### src/rtl/transmitter.sv
// UART serializer: byte in over valid/ready, framed as start, 8 data bits LSB first,
// optional parity and 1-2 stop bits. A 1-deep holding register allows gap-free frames.
module transmitter #(
  parameter int CLKS_PER_BIT = 868,  // 100 MHz clock, 115200 baud
  parameter int PARITY_EN    = 0,
  parameter int PARITY_ODD   = 0,
  parameter int STOP_BITS    = 1
) (
  input  logic       clk,
  input  logic       rst,
  input  logic       enabled,
  input  logic [7:0] data_in,
  input  logic       valid,
  output logic       ready,
  output logic       out,
  output logic       busy,
  output logic       done
);

  localparam int BAUD_W = $clog2(CLKS_PER_BIT);

  typedef enum logic [2:0] {IDLE, START, DATA, PARITY, STOP} state_t;

  state_t              state_q, state_d;
  logic [BAUD_W-1:0]   baud_q, baud_d;
  logic [2:0]          bit_idx_q, bit_idx_d;
  logic                stop_cnt_q, stop_cnt_d;
  logic [7:0]          shreg_q, shreg_d;
  logic [7:0]          hold_q, hold_d;
  logic                hold_full_q, hold_full_d;
  logic                out_q, out_d;
  logic                done_q, done_d;
  logic                bit_end;
  logic                load;

  assign ready   = !hold_full_q && enabled && !rst;
  assign busy    = (state_q != IDLE);
  assign out     = out_q;
  assign done    = done_q;
  assign bit_end = (baud_q == BAUD_W'(CLKS_PER_BIT - 1));

  always_comb begin
    state_d     = state_q;
    baud_d      = baud_q;
    bit_idx_d   = bit_idx_q;
    stop_cnt_d  = stop_cnt_q;
    shreg_d     = shreg_q;
    hold_d      = hold_q;
    hold_full_d = hold_full_q;
    out_d       = out_q;
    done_d      = 1'b0;
    load        = 1'b0;

    if (valid && ready) begin
      hold_d      = data_in;
      hold_full_d = 1'b1;
    end

    if (state_q != IDLE) begin
      baud_d = bit_end ? '0 : baud_q + BAUD_W'(1);
    end

    // shreg is never shifted, so it still holds the whole byte for the parity bit
    case (state_q)
      IDLE: begin
        if (hold_full_q && enabled) load = 1'b1;
      end
      START: begin
        if (bit_end) begin
          state_d = DATA;
          out_d   = shreg_q[0];
        end
      end
      DATA: begin
        if (bit_end) begin
          if (bit_idx_q == 3'd7) begin
            if (PARITY_EN != 0) begin
              state_d = PARITY;
              out_d   = (^shreg_q) ^ (PARITY_ODD != 0);
            end else begin
              state_d    = STOP;
              out_d      = 1'b1;
              stop_cnt_d = 1'b0;
            end
          end else begin
            bit_idx_d = bit_idx_q + 3'd1;
            out_d     = shreg_q[bit_idx_q + 3'd1];
          end
        end
      end
      PARITY: begin
        if (bit_end) begin
          state_d    = STOP;
          out_d      = 1'b1;
          stop_cnt_d = 1'b0;
        end
      end
      STOP: begin
        if (bit_end) begin
          if (stop_cnt_q == 1'(STOP_BITS - 1)) begin
            done_d = 1'b1;
            if (hold_full_q && enabled) begin
              load = 1'b1;
            end else begin
              state_d = IDLE;
              out_d   = 1'b1;
            end
          end else begin
            stop_cnt_d = 1'b1;
          end
        end
      end
      default: state_d = IDLE;
    endcase

    if (load) begin
      state_d     = START;
      shreg_d     = hold_q;
      hold_full_d = 1'b0;
      out_d       = 1'b0;
      baud_d      = '0;
      bit_idx_d   = 3'd0;
    end

    // disabling discards any pending byte but lets the current frame finish
    if (!enabled) hold_full_d = 1'b0;
  end

  always_ff @(posedge clk) begin
    if (rst) begin
      state_q     <= IDLE;
      baud_q      <= '0;
      bit_idx_q   <= 3'd0;
      stop_cnt_q  <= 1'b0;
      shreg_q     <= 8'h00;
      hold_q      <= 8'h00;
      hold_full_q <= 1'b0;
      out_q       <= 1'b1;
      done_q      <= 1'b0;
    end else begin
      state_q     <= state_d;
      baud_q      <= baud_d;
      bit_idx_q   <= bit_idx_d;
      stop_cnt_q  <= stop_cnt_d;
      shreg_q     <= shreg_d;
      hold_q      <= hold_d;
      hold_full_q <= hold_full_d;
      out_q       <= out_d;
      done_q      <= done_d;
    end
  end

endmodule

### config.mk
export PLATFORM = sky130hd
export DESIGN_NAME = transmitter
export DESIGN_NICKNAME = d
export VERILOG_FILES = /design/src/rtl/transmitter.sv
export SDC_FILE = /design/constraint.sdc
export NUM_CORES = 1
export LEC_CHECK = 0
export ABC_AREA = 1
export BUFFER_PORTS_ARGS = -buffer_cell sky130_fd_sc_hd__buf_4
export CORE_MARGIN = 3
export CORE_UTILIZATION = 51
export DETAILED_ROUTE_END_ITERATION = 12
export PLACE_DENSITY_LB_ADDON = 0.05
export SLEW_MARGIN = 20
export SYNTH_ARGS = -nofsm -noshare
export SYNTH_HDL_FRONTEND = slang
export SYNTH_SLANG_ARGS = --single-unit
### constraint.sdc
create_clock -name clk -period 3.3 [get_ports clk]
set_clock_uncertainty 0.15 [all_clocks]
set_input_delay 0.66 -clock clk [delete_from_list [all_inputs] [get_ports clk]]
set_output_delay 0.66 -clock clk [all_outputs]
set_load 0.005 [all_outputs]
Word level (Yosys, flattened, before mapping)
Cells that the tools add are included.
{"block": "word_totals", "regBits": 36, "inputBits": 12, "output_inout_bits": 4, "word_cells": 89}
{"block": "classes", "n_addsub": 2, "n_lt_le_gt_ge": 1, "n_eq_ne": 21, "n_mux": 32, "bitwise_logic": 5, "reduce_logical": 18}
{"operator": "$mux 3", "count": 7}
{"operator": "$ne 3x3->1 const B", "count": 7}
{"operator": "$mux 1", "count": 19}
{"operator": "$ne 2x2->1 const B", "count": 8}
{"operator": "$reduce_and 8->1", "count": 2}
{"operator": "$pmux 3 s5", "count": 1}
{"operator": "$add 10x1->10 const B", "count": 1}
{"operator": "$eq 10x10->1 const B", "count": 1}
{"operator": "$mux 10", "count": 1}
{"operator": "$reduce_and 7->1", "count": 1}
{"operator": "$eq 3x2->1 const B", "count": 2}
{"operator": "$eq 3x3->1 const B", "count": 2}
{"operator": "$reduce_bool 3->1", "count": 2}
{"operator": "$reduce_or 3->1", "count": 2}
{"operator": "$not 1->1", "count": 5}
{"operator": "$reduce_and 5->1", "count": 1}
{"operator": "$reduce_bool 5->1", "count": 1}
{"operator": "$logic_and 1x1->1", "count": 4}
{"operator": "$lt 3x4->1 const B", "count": 1}
{"operator": "$pmux 1 s4", "count": 1}
{"operator": "$add 3x1->3 const B", "count": 1}
{"operator": "$bmux 1 s3", "count": 1}
{"operator": "$eq 3x1->1 const B", "count": 1}
{"operator": "$logic_not 3->1", "count": 1}
{"operator": "other kinds (5)", "count": 6}

Depth between registers and ports, before layout
Gate-level depths: netlist (run 1).
{"block": "logic_depth", "word_depth": 7, "depth_mapped": 11, "mapped_depth_nobuf": 10}

Worst setup path before layout (run 1)
Ideal clock, no wire load.
{"block": "synth_path", "kind": "input-to-output", "startpoint": "input port enabled", "endpoint": "output port ready", "arrival_ps": 906, "required_time_ps": 2490, "setup_slack_ps": 1584, "stages": 2, "n_path_buf": 0, "cell_sequence": "inv_1 nor3_1"}
{"block": "synth_via", "elab_chain_cells": 2}
{"element": "start: declaration", "line": "11", "source": "input logic enabled,"}
{"element": "$logic_and 1x1->1 (2 in a row)", "line": "36", "source": "assign ready = !hold_full_q && enabled && !rst;"}
{"element": "end: declaration", "line": "14", "source": "output logic ready,"}
Every way passes these cells.

Worst setup path after layout (run 1)
{"block": "layout_path", "startpoint": "register baud_q[0]", "endpoint": "register baud_q[9]"}
{"block": "layout_via", "elab_chain_cells": 4, "word_cells_on_any_way": 6, "classes_between": "add/sub (1); eq/ne (1); mux (3); reduce/logical (1)"}
{"element": "start: declaration", "line": "25", "source": "logic [BAUD_W-1:0] baud_q, baud_d;"}
{"element": "start signal: assignment", "line": "142", "source": "baud_q <= baud_d;"}
{"element": "branches (longest 4 deep; another with $add 10x1->10)"}
Parallel ways; which one is timed is not known.
A chain may end at the register's enable or synchronous reset.

==> impl_metrics.toml, run 1 <==
[worst_setup_path]
crit_slowest_cell = "sky130_fd_sc_hd__dfxtp_1"
worst-endpoint-required_ns = 3.43
critical_path.top_delay_family = "simple AND/OR/NAND/NOR gates"
cp.arrival_ns = 2.15
max_incr_delay_on_cp_ns = 0.35
cp_common_cell = "sky130_fd_sc_hd__nand2_2"
depth_of_the_most_critical_reg_to_reg_path = 9
cp_max_fo = 13
criticalPathCategory = "register to register"
critical_path_source_type = "register"
timing.critical_path.depth = 9
crit_path_end_kind = "register"
worst-path-buf-inv = 1
cp_cell_sequence = "ha_1 > inv_1 > nor2_2 > nand3_2 > nand2_2 > nand2_2 > nand2_2 > or2_1 > nor2_1"

[synthesis]
synth-edff-count = 0
post_synth_instance_area_um2 = 1684
synth_area_per_cell_um2 = 6.988
ys_async_sr_fraction = 0
ys_seq_elements = 35
seq_area_frac_synth = 0.4160
synth.top_cell.area_share = 0.4160
yosys-top-cells-area = "sky130_fd_sc_hd__dfxtp_1 (42%), sky130_fd_sc_hd__nor2_1 (11%), sky130_fd_sc_hd__nand2_1 (10%), sky130_fd_sc_hd__nand3_1 (5.3%), sky130_fd_sc_hd__inv_1 (5.3%)"
synth_nets = 256
yosys.cell_types.count = 28
synthDominantAreaCellType = "sky130_fd_sc_hd__dfxtp_1"
synth-warning-count = 0
post_syn_instances = 241
synth_top_flop_cell = "sky130_fd_sc_hd__dfxtp_1"
yosys.cell_count.top_type = "sky130_fd_sc_hd__nor2_1"
ys_top_cells_by_count = "sky130_fd_sc_hd__nor2_1 (50), sky130_fd_sc_hd__nand2_1 (46), sky130_fd_sc_hd__dfxtp_1 (35), sky130_fd_sc_hd__inv_1 (24), sky130_fd_sc_hd__nand3_1 (18)"

[floorplanning]
die_y_um = 63.47
die_area_um2 = 4028
floorplan.rows = 20
top_level_ports = 16
fp.coreArea_um2 = 3103
die_w_um = 63.47
start_util = 0.5427

[timing]
max-slew-margin-rel = 0.7241
slew_violations = 0
hold_viol_final = 0
transition_time_at_the_pin_with_the_least_slew_margin_ns = 0.4134
period_needed_ns = 2.016
setup_total_negative_slack_ns = 0
setup-violations-final = 0
timing.fmax_mhz = 496.0
finalCritPeriodShare = 0.6109
unrepaired_setup_endpoints_after_global_routing = "false"

[power]
power.combinational.fraction = 0.068
vdd_drop_max_mv = 0.2717
switching_power_mw = 0.1908
netSwitchingFraction = 0.2153
power.density_cell_area_nw_per_um2 = 458.3
total_leakage_power_nw = 0.7996
p_int_mw = 0.6957
seq_power_share = 0.498
clkPwrFrac = 0.434

[clocking]
cts_tree = "yes"
clockBufferDepth = 2
clk_latency_ns = 0.34
cts_num_sinks = 35
cts.repair.resized = 0
worst_setup_hold_path_clk_slew_ns = 0.12
holdBufCountCts = 0
ctsRootBufferMaster = "sky130_fd_sc_hd__clkbuf_4"
cts_inserted_buffers = 5
post_cts_setup_inserts = 0
cts-htree-levels = 2

[detailed_routing]
drc = 0
dr.pass1.iters = 4
detailedRoute.firstIterationViolations = 100
ant_nets = 0
wl_per_cell_um = 10.78
num_vias = 1497
route.detailed.vias_per_inst = 4.908
wirelength_um = 3287

[global_route]
gr-total-overflow = 0
grt_usage = 0.1892
via_count_of_the_first_global_routing_pass = 1399
grt_antenna_before_repair = 0
grt_first_pass_wirelength_um = 6037
largest_net_degree_at_the_start_of_global_routing = 19

[hold_path]
hold_class = "register to register"
holdPathStages = 2

[cells_and_area]
post_layout_nonfiller_instances = 305
layout-drive-gt1-share = 0.1456
layout.filler_cells = 307
layout-area-overhead-vs-synth_pct = 14.86
antenna_cells_inserted = 0
nets = 275
final_core_utilization = 0.6234

[flow_run]
drv.max_cap_violation_count = 0

[status]
run_status = "finished, final reports clean"

[placed_design]
dp_hpwl_um = 2559
place_inst = 297
port_buffers = 15
globalplace.congestion = 0.8711
==> power by group through the flow <==
stage	Combinational [mW]	Sequential, mW	Clock [mW]
finish	0.0605	0.441	0.385
global placement	0.0600	0.451	0
floorplan	0.0403	0.449	0
CTS	0.0610	0.441	0.394
detailed placement	0.0607	0.451	0
global route	0.0716	0.443	0.412
==> metrics by stage <==
stage	hold slack, ns	power (mW)	worst slack (ns)	cell area, um2
after floorplan	0.2940	0.4893	1.584	1684
after global placement	0.3085	0.5107	1.310	1829
after detailed placement	0.3167	0.5115	1.278	1829
after CTS	0.3350	0.8961	1.278	1934
after global routing	0.3531	0.9264	1.114	1934
final	0.3314	0.8865	1.284	1934
==> metal layers <==
layer,global-route usage,wire length (um),part of all wire
met3,0.05704,129,0.039
met2,0.2660,1303,0.40
met5,0,0,0
met1,0.2669,1787,0.54
met4,0.07817,67,0.020
==> final timing paths <==
check	start	endpoint	slack, ns
max	baud_q[0]	baud_q[9]	1.28
min	bit_idx_q[1]	bit_idx_q[1]	0.33
max reg2reg	baud_q[0]	baud_q[9]	1.28
min reg2reg	bit_idx_q[1]	bit_idx_q[1]	0.33
==> cells in the final DEF, fill, tap and decap left out, types with 5 or more instances in the layout <==
master	instances
sky130_fd_sc_hd__nor3_1	7
sky130_fd_sc_hd__o21ai_0	16
sky130_fd_sc_hd__dfxtp_1	35
sky130_fd_sc_hd__nand3_1	18
sky130_fd_sc_hd__buf_4	15
sky130_fd_sc_hd__nand2_1	46
sky130_fd_sc_hd__clkbuf_4	5
sky130_fd_sc_hd__inv_1	24
sky130_fd_sc_hd__a21oi_1	10
sky130_fd_sc_hd__nor2_1	50
==> sequential cells by signal, indices dropped and copies added, names as in the netlist <==
register     flops
shreg_q          8
hold_full_q      1
state_q          3
out              1
hold_q           8
baud_q          10
bit_idx_q        3
done             1
==> worst reg2reg max path, delay by kind of cell, from the launching register on <==
kind	cells	cell delay [ns]
adder cells (fa/ha/maj)	1	0.23
flip-flops	1	0.35
AND/OR/NAND/NOR	7	1.07
buffers and inverters	1	0.15
==> area by class of cell <==
class,count,area [um2],share of cell area
Clock inverter,3,67.56,0.03493
Clock buffer,5,37.54,0.01940
Tap cell,44,55.05,0.02846
Multi-Input combinational cell,175,855.8,0.4424
Inverter,28,105.1,0.05433
Sequential cell,35,700.7,0.3622
Timing Repair Buffer,15,112.6,0.05821
==> cells by family after synthesis <==
kind of cell | share of synthesized area
AO/OA/AOI/OAI | 0.08321
XOR/XNOR | 0.01560
adder cells (fa/ha/maj) | 0.02229
buffers and inverters | 0.07578
flip-flops | 0.4160
AND/OR/NAND/NOR | 0.3871
No activity file was read; power rests on OpenSTA's default activity.
==> run 2: changes to the inputs <==
ABC_AREA = 0   (was 1)
clock period = 2.05 ns   (was 3.3 ns; I/O delays follow)
==> impl_metrics.toml, run 2 <==
[detailed_routing]
route.detailed.vias_per_inst = 5.286
ant_nets = 0
wirelength_um = 3384
wl_per_cell_um = 13.27
dr.pass1.iters = 4
drc = 0
detailedRoute.firstIterationViolations = 35
num_vias = 1348

[synthesis]
ys_async_sr_fraction = 0
yosys.cell_types.count = 37
synthDominantAreaCellType = "sky130_fd_sc_hd__dfxtp_1"
seq_area_frac_synth = 0.4207
synth.top_cell.area_share = 0.4207
ys_seq_elements = 35
ys_top_cells_by_count = "sky130_fd_sc_hd__dfxtp_1 (35), sky130_fd_sc_hd__nor2_1 (21), sky130_fd_sc_hd__mux2i_1 (18), sky130_fd_sc_hd__nand2b_1 (17)"
post_synth_instance_area_um2 = 1665
post_syn_instances = 174
synth_top_flop_cell = "sky130_fd_sc_hd__dfxtp_1"
synth_nets = 189
synth-edff-count = 0
synth-warning-count = 0
synth_area_per_cell_um2 = 9.571
yosys-top-cells-area = "sky130_fd_sc_hd__dfxtp_1 (42%), sky130_fd_sc_hd__mux2i_1 (11%), sky130_fd_sc_hd__nand2b_1 (6.4%), sky130_fd_sc_hd__nor2_1 (4.7%), sky130_fd_sc_hd__nor3_1 (2.7%)"
yosys.cell_count.top_type = "sky130_fd_sc_hd__dfxtp_1"

[cells_and_area]
antenna_cells_inserted = 0
final_core_utilization = 0.6963
regMostFlops = "baud_q"
nets = 225
largest_reg_flops = 10
layout.filler_cells = 278
commonest_non_fill_non_tap_cell_in_the_layout = "sky130_fd_sc_hd__buf_4"
biggestRegsByFlops = "baud_q: 10 flops, hold_q: 8 flops, shreg_q: 8 flops"
total_area_of_multi_input_combinational_cells_um2 = 974.7
layout-area-overhead-vs-synth_pct = 28.70
layout.cells.most_common_list = "sky130_fd_sc_hd__buf_4 (37), sky130_fd_sc_hd__dfxtp_1 (29), sky130_fd_sc_hd__nor2_1 (21), sky130_fd_sc_hd__mux2i_1 (17), sky130_fd_sc_hd__nand2b_1 (17)"
layout.area.seq_um2 = 710.7
layout-drive-gt1-share = 0.3270

[hold_path]
hold_path_startpoint = "data_in[7]"
hold_class = "input pin to register"

[status]
run_status = "complete, but fails checks"
violations = "setup timing"

[power]
power.density_cell_area_nw_per_um2 = 533.1
vdd_drop_max_mv = 0.4601
total_leakage_power_nw = 0.7822

[timing]
timing.fmax_mhz = 446.0
transition_time_at_the_pin_with_the_least_slew_margin_ns = 0.6083
hold_viol_final = 0
unrepaired_setup_endpoints_after_global_routing = "true"
slew_violations = 0
timing.final.ws_setup_ns = -0.1921
period_needed_ns = 2.242
max-slew-margin-rel = 0.5893
setup_total_negative_slack_ns = -0.6694
setup-violations-final = 11
finalCritPeriodShare = 1.094

[floorplanning]
floorplan.rows = 20
fp.coreArea_um2 = 3078
die_y_um = 63.15
top_level_ports = 16
start_util = 0.5411
die_w_um = 63.15
die_area_um2 = 3987

[clocking]
clk_latency_ns = 0.33
cts-htree-levels = 2
cts_tree = "yes"
cts_num_sinks = 35
ctsRootBufferMaster = "sky130_fd_sc_hd__clkbuf_4"
cts_inserted_buffers = 5
worst_setup_hold_path_clk_slew_ns = 0.10
clockBufferDepth = 2

[worst_setup_path]
reg2reg_launch_point = "bit_idx_q[1]"
depth_of_the_most_critical_reg_to_reg_path = 6
critical_path.reg2reg.endpoint = "out"
cp_max_fo = 3
critical_path.startpoint = "bit_idx_q[1]"
regToRegSetupSlack_ns = -0.19
worstSetupEndpoint = "out"
cp.arrival_ns = 2.32
criticalPathCategory = "register to register"
crit_path_end_kind = "register"
critical_path_source_type = "register"
worst-endpoint-required_ns = 2.13

[global_route]
grt_first_pass_wirelength_um = 5961
gr-total-overflow = 0
via_count_of_the_first_global_routing_pass = 1306
grt_antenna_before_repair = 0
grt_usage = 0.1891
largest_net_degree_at_the_start_of_global_routing = 36

[flow_run]
drv.max_cap_violation_count = 0

[placed_design]
dp_hpwl_um = 2427
globalplace.congestion = 0.8158
port_buffers = 15
==> run 2: changes by cell type in the layout (fill, tap and decap cells not counted), moves of 6 or more <==
cell	previous run	this run
sky130_fd_sc_hd__nor2_1	50	21
sky130_fd_sc_hd__dfxtp_1	35	29
sky130_fd_sc_hd__o21ai_0	16	4
sky130_fd_sc_hd__nand3_1	18	3
sky130_fd_sc_hd__inv_1	24	2
sky130_fd_sc_hd__buf_4	15	37
sky130_fd_sc_hd__nand2_1	46	6
sky130_fd_sc_hd__nand2b_1	0	17
sky130_fd_sc_hd__a21oi_1	10	2
sky130_fd_sc_hd__mux2i_1	0	17
==> run 2: report_power, final <==
part	total [mW]	switching [mW]	internal, mW
clock network	0.355	0.222	0.134
registers	0.694	0.00650	0.688
logic	0.0931	0.0421	0.0510
total	1.14	0.270	0.873
==> run 2: per-stage QoR <==
stage | instances | worst slack (ns) | hold slack (ns) | cell area, um2 | power [mW]
4_1_cts | 250 | -0.2182 | 0.1460 | 2063 | 1.151
6_report | 255 | -0.1921 | 0.1580 | 2143 | 1.143
5_1_grt | 255 | -0.2639 | 0.1573 | 2143 | 1.209
3_3_place_gp | 242 | -0.1916 | 0.3105 | 2007 | 0.7947
3_5_place_dp | 242 | -0.2568 | 0.3182 | 2007 | 0.7977
2_1_floorplan | 174 | -0.1787 | 0.2955 | 1730 | 0.7617
==> run 2: kinds of logic (layout without fill, tap and decap cells) <==
group / after synthesis / count (layout) / synth area share
compound gates: 20 / 20 / 0.1007
fa+ha+maj: 3 / 3 / 0.02254
xor+xnor: 10 / 10 / 0.05259
simple gates: 72 / 72 / 0.2269
buf+inv: 14 / 51 / 0.04132
flops: 35 / 35 / 0.4207
mux: 20 / 20 / 0.1352
==> run 2: layer usage <==
metal,up-vias,track usage,wire [um]
li1,687,-,-
met1,633,0.2200,1524
met2,20,0.3188,1684
met3,8,0.06239,106
met4,0,0.07438,68
met5,-,0,0
==> run 2: cell type report <==
class                   instances  area share
inverters                       2    0.003503
clock inverters                 1    0.002335
repair buffers                 41      0.1611
flip-flops and latches         35      0.3316
well taps                      44     0.02569
clock buffers                   7     0.02102
multi-input cells             125      0.4548
==> run 2: how the worst min path moves through the flow <==
| stage | end | slack (ns) | cells after the start |
|---|---|---|---|
| floorplan | shreg_q[2] | 0.30 | 2 |
| global placement | shreg_q[0] | 0.31 | 2 |
| detailed placement | shreg_q[3] | 0.32 | 2 |
| CTS | hold_q[6] | 0.15 | 3 |
| global route | hold_q[7] | 0.16 | 3 |
| finish | hold_q[7] | 0.16 | 3 |
==> run 2: repair_timing <==
item	in CTS	in global routing
cloned	0	1
hold buffers	0	0
setup endpoints to repair	14	16
pin swaps	2	2
setup buffers	0	4
gates resized for setup	2	7
==> run 2: worst max-delay path, cell delays in order (launching register included) <==
cell and delay [ns]:
sky130_fd_sc_hd__dfxtp_2 0.35, sky130_fd_sc_hd__ha_4 0.16, sky130_fd_sc_hd__ha_4 0.28, sky130_fd_sc_hd__mux4_2 0.49, sky130_fd_sc_hd__nor2b_1 0.14, sky130_fd_sc_hd__a211o_1 0.22
sky130_fd_sc_hd__a2111o_1 0.35
==> run 3: changes to the inputs <==
CTS_BUF_LIST = sky130_fd_sc_hd__clkbuf_4 sky130_fd_sc_hd__clkbuf_8   (was not set)
GPL_TIMING_DRIVEN = 0   (was not set)
PLACE_DENSITY = 0.72   (was not set)
PLACE_DENSITY_LB_ADDON = not set   (was 0.05)
==> impl_metrics.toml, run 3 (same netlist as run 2, synthesis figures left out) <==
[status]
run_status = "complete, but fails checks"
violations = "setup timing"

[timing]
setup-violations-final = 11
hold_viol_final = 0
timing.fmax_mhz = 433.0
max-slew-margin-rel = 0.5281
period_needed_ns = 2.309
transition_time_at_the_pin_with_the_least_slew_margin_ns = 0.6989
timing.final.ws_setup_ns = -0.2592
unrepaired_setup_endpoints_after_global_routing = "true"
finalCritPeriodShare = 1.126
slew_violations = 0
setup_total_negative_slack_ns = -0.8117

[placed_design]
place_inst = 232
globalplace.congestion = 0.7824
port_buffers = 14
dp_hpwl_um = 2460

[cells_and_area]
biggestRegsByFlops = "baud_q: 10 flops, hold_q: 8 flops, shreg_q: 8 flops"
antenna_cells_inserted = 0
post_layout_nonfiller_instances = 251
layout-drive-gt1-share = 0.3188
layout.cells.most_common_list = "sky130_fd_sc_hd__dfxtp_1 (29), sky130_fd_sc_hd__buf_4 (27), sky130_fd_sc_hd__nor2_1 (21), sky130_fd_sc_hd__mux2i_1 (18), sky130_fd_sc_hd__nand2b_1 (17)"
layout-area-overhead-vs-synth_pct = 26.67
regMostFlops = "baud_q"
commonest_non_fill_non_tap_cell_in_the_layout = "sky130_fd_sc_hd__dfxtp_1"
largest_reg_flops = 10
nets = 221

[global_route]
gr-total-overflow = 0
via_count_of_the_first_global_routing_pass = 1414
largest_net_degree_at_the_start_of_global_routing = 12
grt_usage = 0.2202
grt_antenna_before_repair = 0
grt_first_pass_wirelength_um = 6920

[clocking]
cts_inserted_buffers = 5
holdBufCountCts = 0
cts_tree = "yes"
cts-htree-levels = 2
clk_latency_ns = 0.33
worst_setup_hold_path_clk_slew_ns = 0.10
cts_num_sinks = 35
ctsRootBufferMaster = "sky130_fd_sc_hd__clkbuf_4"
clockBufferDepth = 2

[worst_setup_path]
critical_path_source_type = "register"
critical_path.startpoint = "bit_idx_q[0]"
timing.critical_path.depth = 6
critical_path.top_delay_family = "compound AO/OA/AOI/OAI gates"
worst-path-buf-inv = 0
crit_path_end_kind = "register"
cp.arrival_ns = 2.38
crit_slowest_cell = "sky130_fd_sc_hd__mux4_2"
cp_cell_sequence = "ha_4 > ha_4 > mux4_2 > nor2b_4 > a211o_1 > a2111o_1"
depth_of_the_most_critical_reg_to_reg_path = 6
cp_common_cell = "sky130_fd_sc_hd__ha_4"
reg2reg_launch_point = "bit_idx_q[0]"
worst-endpoint-required_ns = 2.12
max_incr_delay_on_cp_ns = 0.50
cp_max_fo = 3
criticalPathCategory = "register to register"

[hold_path]
hold_path_startpoint = "data_in[0]"
holdPathStages = 3
hold_class = "input pin to register"

[power]
total_leakage_power_nw = 0.7331
vdd_drop_max_mv = 0.4484
power.density_cell_area_nw_per_um2 = 548.7

[floorplanning]
fp.coreArea_um2 = 3078
die_w_um = 63.15
die_y_um = 63.15
floorplan.rows = 20
top_level_ports = 16
start_util = 0.5411
die_area_um2 = 3987

[detailed_routing]
detailedRoute.firstIterationViolations = 138
drc = 0
dr.pass1.iters = 4
ant_nets = 0
num_vias = 1403
wl_per_cell_um = 15.84
route.detailed.vias_per_inst = 5.590
wirelength_um = 3976

[flow_run]
drv.max_cap_violation_count = 0
## run 3: changes by cell type in the layout (fill, tap and decap cells not counted), moves of 3 or more
| cell | before | now |
|---|---|---|
| sky130_fd_sc_hd__buf_4 | 37 | 27 |
| sky130_fd_sc_hd__clkbuf_1 | 2 | 6 |
| sky130_fd_sc_hd__dfxtp_2 | 5 | 2 |
| sky130_fd_sc_hd__dfxtp_4 | 1 | 4 |
## run 3: worst paths after layout
path,to,slack [ns]
worst max-delay path,out,-0.26
worst min-delay path,hold_q[0],0.16
worst max register to register,out,-0.26
worst min register to register,shreg_q[7],0.33
## run 3: area by class of cell
cell class                 instances  area [um2]
multi-input combinational        125        1013
fill                             237       968.4
sequential                        35       718.2
timing repair buffer              28       214.0
tap                               44       55.05
clock buffer                       6       45.04
buffer                             9       43.79
clock inverter                     2       12.51
inverter                           2       7.507
## run 3: metrics by stage
stage | instance area (um2) | total power, mW | worst slack [ns] | util | hold WS, ns
2_1_floorplan | 1730 | 0.7617 | -0.1787 | - | 0.2955
3_3_place_gp | 1891 | 0.7925 | -0.3579 | 0.6142 | 0.3133
3_5_place_dp | 1891 | 0.7956 | -0.3942 | 0.6142 | 0.3164
4_1_cts | 2046 | 1.172 | -0.2605 | 0.6646 | 0.1362
5_1_grt | 2110 | 1.213 | -0.2978 | 0.6854 | 0.1690
6_report | 2110 | 1.157 | -0.2592 | 0.6854 | 0.1641
## run 3: layer usage
| metal | GRT usage | routed length [um] | up-vias | share of wire |
|---|---|---|---|---|
| met2 | 0.3478 | 1916 | 56 | 0.48 |
| met3 | 0.05348 | 194 | 10 | 0.049 |
| li1 | - | - | 681 | - |
| met4 | 0.1019 | 79 | 0 | 0.020 |
| met1 | 0.2816 | 1785 | 656 | 0.45 |
| met5 | 0 | 0 | - | 0 |
## run 3: report_power, final
group          switching (mW)  internal (mW)  leakage (nW)  total, mW
logic                  0.0453         0.0452         0.414     0.0905
clock network           0.230          0.146        0.0317      0.375
registers             0.00715          0.685         0.287      0.692
total                   0.282          0.875         0.733       1.16
## run 3: worst reg2reg max path: cells and delay by family (launching register included)
kind	cells	cell delay (ns)
multiplexers	1	0.50
AO/OA/AOI/OAI	2	0.62
flip-flops	1	0.36
AND/OR/NAND/NOR	1	0.14
adder cells (fa/ha/maj)	2	0.43
## run 3: what timing repair did
item,4_1_cts,5_1_grt
cloned,1,0
hold endpoints to repair,0,0
setup buffers,7,7
pin swaps,4,7
resized for setup,10,13
setup endpoints to repair,25,26
